### src/rtl/audio_out_pkg.sv
// Shared definitions for the multichannel 1-bit audio output stage.
//   MODE_PWM / MODE_SDM : encodings of the run-time modulator select
//   level_width()       : width of a FIFO occupancy count (holds 0..depth)
package audio_out_pkg;

  localparam logic MODE_PWM = 1'b0;
  localparam logic MODE_SDM = 1'b1;

  function automatic int level_width(input int depth);
    return $clog2(depth) + 1;
  endfunction

endpackage

### src/rtl/sync_fifo.sv
// Single-clock FIFO with registered occupancy flags.
//   clk, aclr        : clock, asynchronous active-low reset (empties the FIFO)
//   push, wdata      : write strobe/data, ignored while full
//   pop, rdata       : read strobe, ignored while empty; rdata shows the head
//   full, empty      : registered, reflect the post-edge state
//   level            : registered number of entries held
module sync_fifo
  import audio_out_pkg::*;
#(
  parameter int WIDTH = 16,
  parameter int DEPTH = 16
) (
  input  logic                          clk,
  input  logic                          aclr,
  input  logic                          push,
  input  logic [WIDTH-1:0]              wdata,
  input  logic                          pop,
  output logic [WIDTH-1:0]              rdata,
  output logic                          full,
  output logic                          empty,
  output logic [level_width(DEPTH)-1:0] level
);

  localparam int AW = $clog2(DEPTH);
  localparam int LW = level_width(DEPTH);

  logic [WIDTH-1:0] mem [DEPTH];
  logic [AW-1:0]    wr_ptr, rd_ptr;
  logic             do_push, do_pop;
  logic [LW-1:0]    level_nxt;

  assign do_push = push && !full;
  assign do_pop  = pop && !empty;
  assign rdata   = mem[rd_ptr];

  always_comb begin
    level_nxt = level;
    if (do_push && !do_pop)      level_nxt = level + LW'(1);
    else if (do_pop && !do_push) level_nxt = level - LW'(1);
  end

  // Storage carries no reset; only pointers and counts define validity.
  always_ff @(posedge clk) begin
    if (do_push) mem[wr_ptr] <= wdata;
  end

  // DEPTH is a power of two, so the pointers wrap naturally.
  always_ff @(posedge clk or negedge aclr) begin
    if (!aclr) begin
      wr_ptr <= '0;
      rd_ptr <= '0;
      level  <= '0;
      full   <= 1'b0;
      empty  <= 1'b1;
    end else begin
      if (do_push) wr_ptr <= wr_ptr + AW'(1);
      if (do_pop)  rd_ptr <= rd_ptr + AW'(1);
      level <= level_nxt;
      full  <= (level_nxt == LW'(DEPTH));
      empty <= (level_nxt == '0);
    end
  end

endmodule

### src/rtl/audio_multichannel_out.sv
// N-channel PCM to 1-bit audio output stage (PWM or first-order sigma-delta).
//   clk, aclr          : clock, asynchronous active-low reset
//   enable             : runs the frame counter and modulators; 0 parks outputs low
//   mode               : 0 = PWM, 1 = SDM, taken at frame boundaries only
//   pcm_valid/frame    : push of one packed frame, channel 0 in the MSBs
//   fifo_full/level    : registered FIFO occupancy
//   mute               : per-channel force-low
//   status_clr         : clears the sticky overflow/underrun flags
//   overflow/underrun  : sticky error flags
//   audio_out          : registered 1-bit outputs
// Per-channel vectors (mute, audio_out) follow the frame packing: channel c
// sits at bit CHANNELS-1-c, so channel 0 is the MSB.
module audio_multichannel_out
  import audio_out_pkg::*;
#(
  parameter int CHANNELS     = 2,
  parameter int SAMPLE_WIDTH = 8,
  parameter int FIFO_DEPTH   = 16
) (
  input  logic                                clk,
  input  logic                                aclr,
  input  logic                                enable,
  input  logic                                mode,
  input  logic                                pcm_valid,
  input  logic [CHANNELS*SAMPLE_WIDTH-1:0]    pcm_frame,
  output logic                                fifo_full,
  output logic [level_width(FIFO_DEPTH)-1:0]  fifo_level,
  input  logic [CHANNELS-1:0]                 mute,
  input  logic                                status_clr,
  output logic                                overflow,
  output logic                                underrun,
  output logic [CHANNELS-1:0]                 audio_out
);

  localparam int W  = SAMPLE_WIDTH;
  localparam int FW = CHANNELS * SAMPLE_WIDTH;

  logic [W-1:0]  fc;
  logic          boundary, pop, fifo_empty, mode_act;
  logic [FW-1:0] head;

  // Last cycle of a frame; the pop lands so the new samples are live at fc=0.
  assign boundary = enable && (fc == '1);
  assign pop      = boundary && !fifo_empty;

  sync_fifo #(.WIDTH(FW), .DEPTH(FIFO_DEPTH)) u_fifo (
    .clk   (clk),
    .aclr  (aclr),
    .push  (pcm_valid),
    .wdata (pcm_frame),
    .pop   (pop),
    .rdata (head),
    .full  (fifo_full),
    .empty (fifo_empty),
    .level (fifo_level)
  );

  always_ff @(posedge clk or negedge aclr) begin
    if (!aclr)        fc <= '0;
    else if (!enable) fc <= '0;
    else              fc <= fc + W'(1);
  end

  always_ff @(posedge clk or negedge aclr) begin
    if (!aclr)         mode_act <= MODE_PWM;
    else if (boundary) mode_act <= mode;
  end

  // Set events take priority over a coincident clear.
  always_ff @(posedge clk or negedge aclr) begin
    if (!aclr) begin
      overflow <= 1'b0;
      underrun <= 1'b0;
    end else begin
      overflow <= (pcm_valid && fifo_full) || (overflow && !status_clr);
      underrun <= (boundary && fifo_empty) || (underrun && !status_clr);
    end
  end

  for (genvar c = 0; c < CHANNELS; c++) begin : g_ch
    logic [W-1:0] samp;
    logic [W:0]   acc;
    logic         mod_bit;
    logic         out_r;

    // An underrun leaves samp untouched, so the last sample keeps playing.
    always_ff @(posedge clk or negedge aclr) begin
      if (!aclr)    samp <= '0;
      else if (pop) samp <= head[(CHANNELS-1-c)*W +: W];
    end

    // Accumulator bit W is the carry of the latest add; the low bits are
    // the running remainder.
    always_ff @(posedge clk or negedge aclr) begin
      if (!aclr)        acc <= '0;
      else if (!enable) acc <= '0;
      else              acc <= {1'b0, acc[W-1:0]} + {1'b0, samp};
    end

    assign mod_bit = (mode_act == MODE_SDM) ? acc[W] : (fc < samp);

    always_ff @(posedge clk or negedge aclr) begin
      if (!aclr) out_r <= 1'b0;
      else       out_r <= enable && mod_bit && !mute[CHANNELS-1-c];
    end

    assign audio_out[CHANNELS-1-c] = out_r;
  end

endmodule

### config.mk
export PLATFORM = sky130hd
export DESIGN_NAME = audio_multichannel_out
export DESIGN_NICKNAME = d
export VERILOG_FILES = /design/src/rtl/audio_out_pkg.sv /design/src/rtl/sync_fifo.sv /design/src/rtl/audio_multichannel_out.sv
export SDC_FILE = /design/constraint.sdc
export NUM_CORES = 1
export LEC_CHECK = 0
export ABC_CLOCK_PERIOD_IN_PS = 2500
export CAP_MARGIN = 20
export CORE_MARGIN = 2
export CORE_UTILIZATION = 58
export DETAILED_ROUTE_END_ITERATION = 10
export PLACE_DENSITY = 0.75
export RECOVER_POWER = 50
export SYNTH_ARGS = -nofsm -noshare
export SYNTH_HDL_FRONTEND = slang
export SYNTH_SLANG_ARGS = --single-unit
### constraint.sdc
create_clock -name clk -period 2.5 [get_ports clk]
set_input_delay 0.375 -clock clk [delete_from_list [all_inputs] [get_ports clk]]
set_output_delay 0.375 -clock clk [all_outputs]
set_load 0.01 [all_outputs]
# After elaboration in Yosys (flattened, before gate mapping)
# Memories as Yosys holds them, arrays and structs flattened. A register that Yosys moved wholly into a read port is not among the register bits.
# Index checks and enable logic that the tools add are counted.
[op_classes]
addsub = 7
eq_ne = 2
mux = 9
magnitude_cmp = 2
reduce_logical = 25
[op_table]
columns = ["operator", "count"]
rows = [
  ["adder 8 x 8 -> 9 bit", 2],
  ["2-to-1 mux 9 bit", 2],
  ["< comparator 8 bit", 2],
  ["logical AND 1 bit", 14],
  ["2-to-1 mux 5 bit", 2],
  ["adder 4 x 1 -> 4 bit (second input constant)", 2],
  ["adder 8 x 1 -> 8 bit (second input constant)", 1],
  ["== test 8 bit (second input constant)", 1],
  ["logical NOT 1 bit", 8],
  ["2-to-1 mux 8 bit", 1],
  ["adder 5 x 1 -> 5 bit (second input constant)", 1],
  ["== test 5 bit (second input constant)", 1],
  ["logical NOT 5 bit", 1],
  ["subtractor 5 x 1 -> 5 bit (second input constant)", 1],
  ["2-to-1 mux 1 bit", 4],
  ["logical OR 1 bit", 2],
]
[word_totals]
regBits = 46
out_inout_bits = 10
memories = 1
ramBits = 256
[mem_list]
columns = ["memory", "depth", "width", "rd", "rd_clocked_by_memory_dff", "write_ports", "line", "rtl"]
rows = [
  ["u_fifo.mem", 16, 16, 1, 1, 1, "sync_fifo.sv:27", "logic [WIDTH-1:0] mem [DEPTH];"],
]

# Logic depth before layout (Yosys ltp)
[depth]
depth_word = 8
mapped_depth = 9
mapped_depth_nobuf = 9

# Modules after synthesis
# Synthesis repeated with hierarchy kept, for this count alone.
[hier_totals]
cells_unflattened = 758
area_unflattened_um2 = 13182.6
[by_module_without_submodules]
columns = ["mod", "area_each_um2", "instances", "cells_each"]
rows = [
  ["sync_fifo", 10512.6, 1, 489],
  ["audio_multichannel_out", 2670.1, 1, 269],
]

# Least setup slack after synthesis
# OpenSTA, ideal clock, no wires.
[synth_path]
path_kind = "reg-to-reg"
from = "reg u_fifo.rd_ptr[0]"
to = "reg g_ch[1].samp[1] (read register of u_fifo.mem)"
synth_period_minus_slack_ns = 1.855
path_slack_ns = 0.645
path_buffers = 2
t_arrival_ns = 1.725
stages_incl_launch_ff = 7
setup_time_ns = 0.130
required_time_ns = 2.370
path_cell_list = "dfrtp_1 buf_4 buf_4 mux4_2 mux2_2 a21oi_1 o21ai_0"
[synth_rtl]
columns = ["element", "line", "rtl"]
rows = [
  ["from (decl)", "sync_fifo.sv:28", "logic [AW-1:0] wr_ptr, rd_ptr;"],
  ["from (signal assigned)", "sync_fifo.sv:57", "if (do_pop) rd_ptr <= rd_ptr + AW'(1);"],
  ["to (decl)", "audio_multichannel_out.sv:81", "logic [W-1:0] samp;"],
]

==> results by stage <==
Detailed routing:
- In the final routed layout, each cell accounts on average for 23.4 um.
- Summing over every cut layer, the via total after detailed routing is between 6000 and 7000.
- For this run, design rule violations remaining after detail routing come to 0.
- The first detailed-routing pass took 5 iterations.
- The total wirelength of the detailed-routed design is 26.4 mm.
- After detailed routing, the number of vias per cell comes to between 5 and 6.
- The number of nets with antenna violations after routing is 0.
- The detailed router's first-iteration violation count is approximately 600.

Setup path:
- The data required time of the worst path is just under 3000 ps.
- The sort of element at the start of the critical path is a flop.
- The critical path class is reg -> reg.
- The critical path capture point type is a flop.
- For the worst setup path, the data arrival time is 2610 ps.
- The reg2reg setup slack is roughly 330 ps.
- The maximum net fanout on the critical path is 17.

GRT:
- The global-route wire length before repair is 41.5 mm.
- The largest net degree at the start of global routing is 43.
- The via count of the first global-routing pass is 7175.
- The initial antenna violation count came to 1.
- Global routing finished with a remaining overflow of 0.
- In the global route stage, overall resource usage came out at 0.230.

Power and ir drop:
- Power spread over the standard cell area amounts to 818 nW/um^2.
- The static leakage power is about 0.0053 uW.
- The internal power of the cells is just over 9000 uW.
- The share of total power dissipated in sequential elements is 0.531.
- Across the VDD grid, the largest voltage drop is 801 uV.
- The share of total power dissipated in combinational logic is 0.130.
- The power consumption is 12300 uW.
- The switching part of the total power is 0.246.
- The net switching power of the design is roughly 3000 uW.
- The clock share of power is 0.339.

STA:
- The final-layout worst hold slack is 433 ps.
- The hold violation total from the final report is 0.
- The worst-margin pin slew is between 1000 and 1500 ps.
- The sum of negative setup slack is 0 ps.
- Setup violations remaining at the end of the flow were counted as 0.
- Subtracting the final worst setup slack from the clock period gives between 2000 and 2500 ps.
- The period utilization is 0.867.
- Between clock sinks in the finished design, the worst skew comes to 18.0 ps.
- Measured against its own limit, the worst slew margin works out to 0.264.
- Setup repair after global routing left no endpoint under its margin.
- The final worst-path setup slack is 332 ps.
- Based on the critical path, the design can be clocked at up to about 460 MHz.
- The final-report max-slew violation count came to 0.

Clock tree:
- The CTS tree is yes.
- The clock latency of the later-clocked register in the worst-skew pair is 570 ps.
- CTS built an H-tree with a depth of 1.
- The longest clock path from root to sink contains 3 buffers.
- After clock tree synthesis, the clock-pin slew on the worst setup and hold paths is 60 ps.
- Once the clock tree was built, the resizer swapped 0 gates to a different size.
- The clock root buffer is clkbuf_16.
- Clock tree synthesis inserted a total of 31 buffers.
- The number of sinks on the clock net is between 300 and 400.

Synthesis:
- The sequential-to-total area share from yosys stat is 0.704.
- The share of synthesized area in the top cell type comes to 0.585.
- The number of nets in the synthesized netlist is 804.
- The total of flip-flops plus latches after synthesis is 318.
- In this run the cell area of the synthesized design comes to 13100 sq um.
- After synthesis, the largest family of logic cells by area is multiplexers.
- In this run the mean area of a mapped cell was 17.7 sq um.
- The count of distinct cell types in the synthesized netlist is 49.
- The post-synthesis share of cell area spent on xor and xnor gates is 0.0133.
- Of the total synthesized cell area, the portion taken by full adders, half adders and majority gates is 0.0393.
- The Yosys step of the flow raised 0 warnings.
- Measured against the total synthesized area, the mux share comes to 0.137.
- In this run, synthesis inferred 256 flip-flops with an integrated enable.
- Yosys attributes the largest share of cell area to edfxtp_1 (59%), dfrtp_1 (12%), mux4_2 (11%).
- The post-synthesis compound-gate area fraction is 0.0343.
- The fraction of registers with async set/reset is 0.195.
- In the synthesized netlist the dominant register cell turns out to be edfxtp_1.
- Of the total synthesized cell area, the portion taken by AND, OR, NAND and NOR gates is 0.0551.
- The synthesized instance count is 740.
- edfxtp_1 takes more of the synthesized area than any other cell.

Finish:
- The area growth from synthesis to layout is 14.8%.
- The net count of the finished layout is 884.
- Of the cells placed in the final design, the portion with a size suffix greater than 1 is 0.209.

Die:
- For this configuration, the core starts out at a cell density of 0.585.
- The die is 154 um tall.
- In this run the standard cell core region covers 22400 sq um.
- The floorplan has 55 rows.
- The full die area is between 20000 and 25000 sq um.
- The die boundary width is 154 um.
- The number of I/O pins is 34.

Place:
- The worst setup slack before clock tree synthesis is 144 ps.
- The congestion estimate from routability-driven global placement came to ~0.8.
- Port buffering added 33 buffers.
- The wire-length estimate of the detail-placed layout is 17.3 mm.

Run status:
- The run finished with clean final reports.

Min path:
- The tightest min-delay check is of the in -> reg type.

Flow run:
- The tool flagged a number of max-cap violations equal to 0.
per-layer routing:
layer  track usage  wire length [um]
met1         0.309             10600
met3        0.0544              1750
met4        0.0697               681
met2         0.382             13400
met5             0                 0
layout by cell type (no fill, tap or decap), types with 13 or more instances in the layout:
cell type	n
inv_1	26
clkdlybuf4s50_1	16
dfrtp_1	59
mux4_2	64
and2_1	18
buf_12	13
mux2i_1	16
nor2_1	41
ha_1	38
buf_4	26
clkbuf_16	31
a21oi_1	25
o21ai_0	29
mux2_2	17
nand2_1	16
edfxtp_1	256
dlygate4sd3_1	17
nor3_1	15
stage by stage:
stage                      util  std cells  instance area (sq um)
after global placement    0.631       1071                  14200
final                     0.672       1128                  15100
after CTS                 0.672       1127                  15100
after floorplan               -        740                  13100
after detailed placement  0.631       1071                  14200
after global routing      0.672       1128                  15100
critical path, cell delays in order (launching register included):
cell and delay (ps):
dfrtp_4 450, buf_4 350, mux4_2 550, mux2i_1 340
nor2_1 80, a221o_1 260
final timing paths:
check                                             start                          end  cells past startpoint
setup / recovery           u_fifo.rd_ptr[0]$_DFFE_PN0P_  g_ch[0].samp[0]$_DFFE_PN0P_                      5
hold / removal                                     mode         mode_act$_DFFE_PN0N_                      2
setup reg to reg           u_fifo.rd_ptr[0]$_DFFE_PN0P_  g_ch[0].samp[0]$_DFFE_PN0P_                      5
hold reg to reg                      overflow$_DFF_PN0_           overflow$_DFF_PN0_                      1
max in group asynchronous                          aclr        u_fifo.full$_DFF_PN0_                      3
min in group asynchronous                          aclr     g_ch[1].acc[6]$_DFF_PN0_                      2
synth_stat cells, drive strengths merged, types with 2 or more instances:
library cell and number:
edfxtp 256, mux4 64, dfrtp 61, nor2 41
ha 38, o21ai 30, inv 26, a21oi 25
and2 20, mux2 17, nand2 17, mux2i 16
buf 15, nor3 15, clkbuf 14, xnor2 10
xor2 10, nand3 8, nor2b 7, nor3b 5
and3 4, nand2b 4, o21a 4, nand4 3
a21boi 2, a21o 2, a221o 2, a22o 2
fa 2, nor4 2, o22a 2, o31ai 2
o41ai 2, or2b 2, or4 2
sequential cells by signal, summed over array words and instances (netlist names), 2 cells and up:
| register | count |
|---|---|
| u_fifo.mem | 256 |
| g_ch.acc | 18 |
| g_ch.samp | 16 |
| fc | 8 |
| u_fifo.level | 5 |
| u_fifo.rd_ptr | 4 |
| u_fifo.wr_ptr | 4 |
| g_ch.out_r | 2 |
cell families after synthesis:
| group | Yosys count |
|---|---|
| DFF | 318 |
| and+or+nand+nor | 134 |
| muxes | 97 |
| AOI/OAI and AO/OA | 76 |
| buffers and inverters | 55 |
| adders and majority gates | 40 |
| xor gates and xnor gates | 20 |
what timing repair did:
item / in CTS / in global routing
hold endpoints to repair: 18 / 0
hold buffers: 1 / 0
buffers inserted: 0 / 0
layout make-up:
class,instances,area (sq um)
Inverter,26,97.6
Sequential cell,318,9250
Timing Repair Buffer,76,803
Antenna cell,1,2.50
Multi-Input combinational cell,367,3660
Clock inverter,17,96.3
Fill cell,1457,7360
Tap cell,285,357
Clock buffer,38,812
power by group through the flow:
stage	Combinational, uW	Clock (uW)	Sequential [uW]
floorplan	900	0	6590
global placement	1530	0	6610
detailed placement	1600	0	6650
CTS	1620	4250	6550
global route	1760	4450	6590
finish	1600	4180	6550
Power figures use the tool's default switching activity.
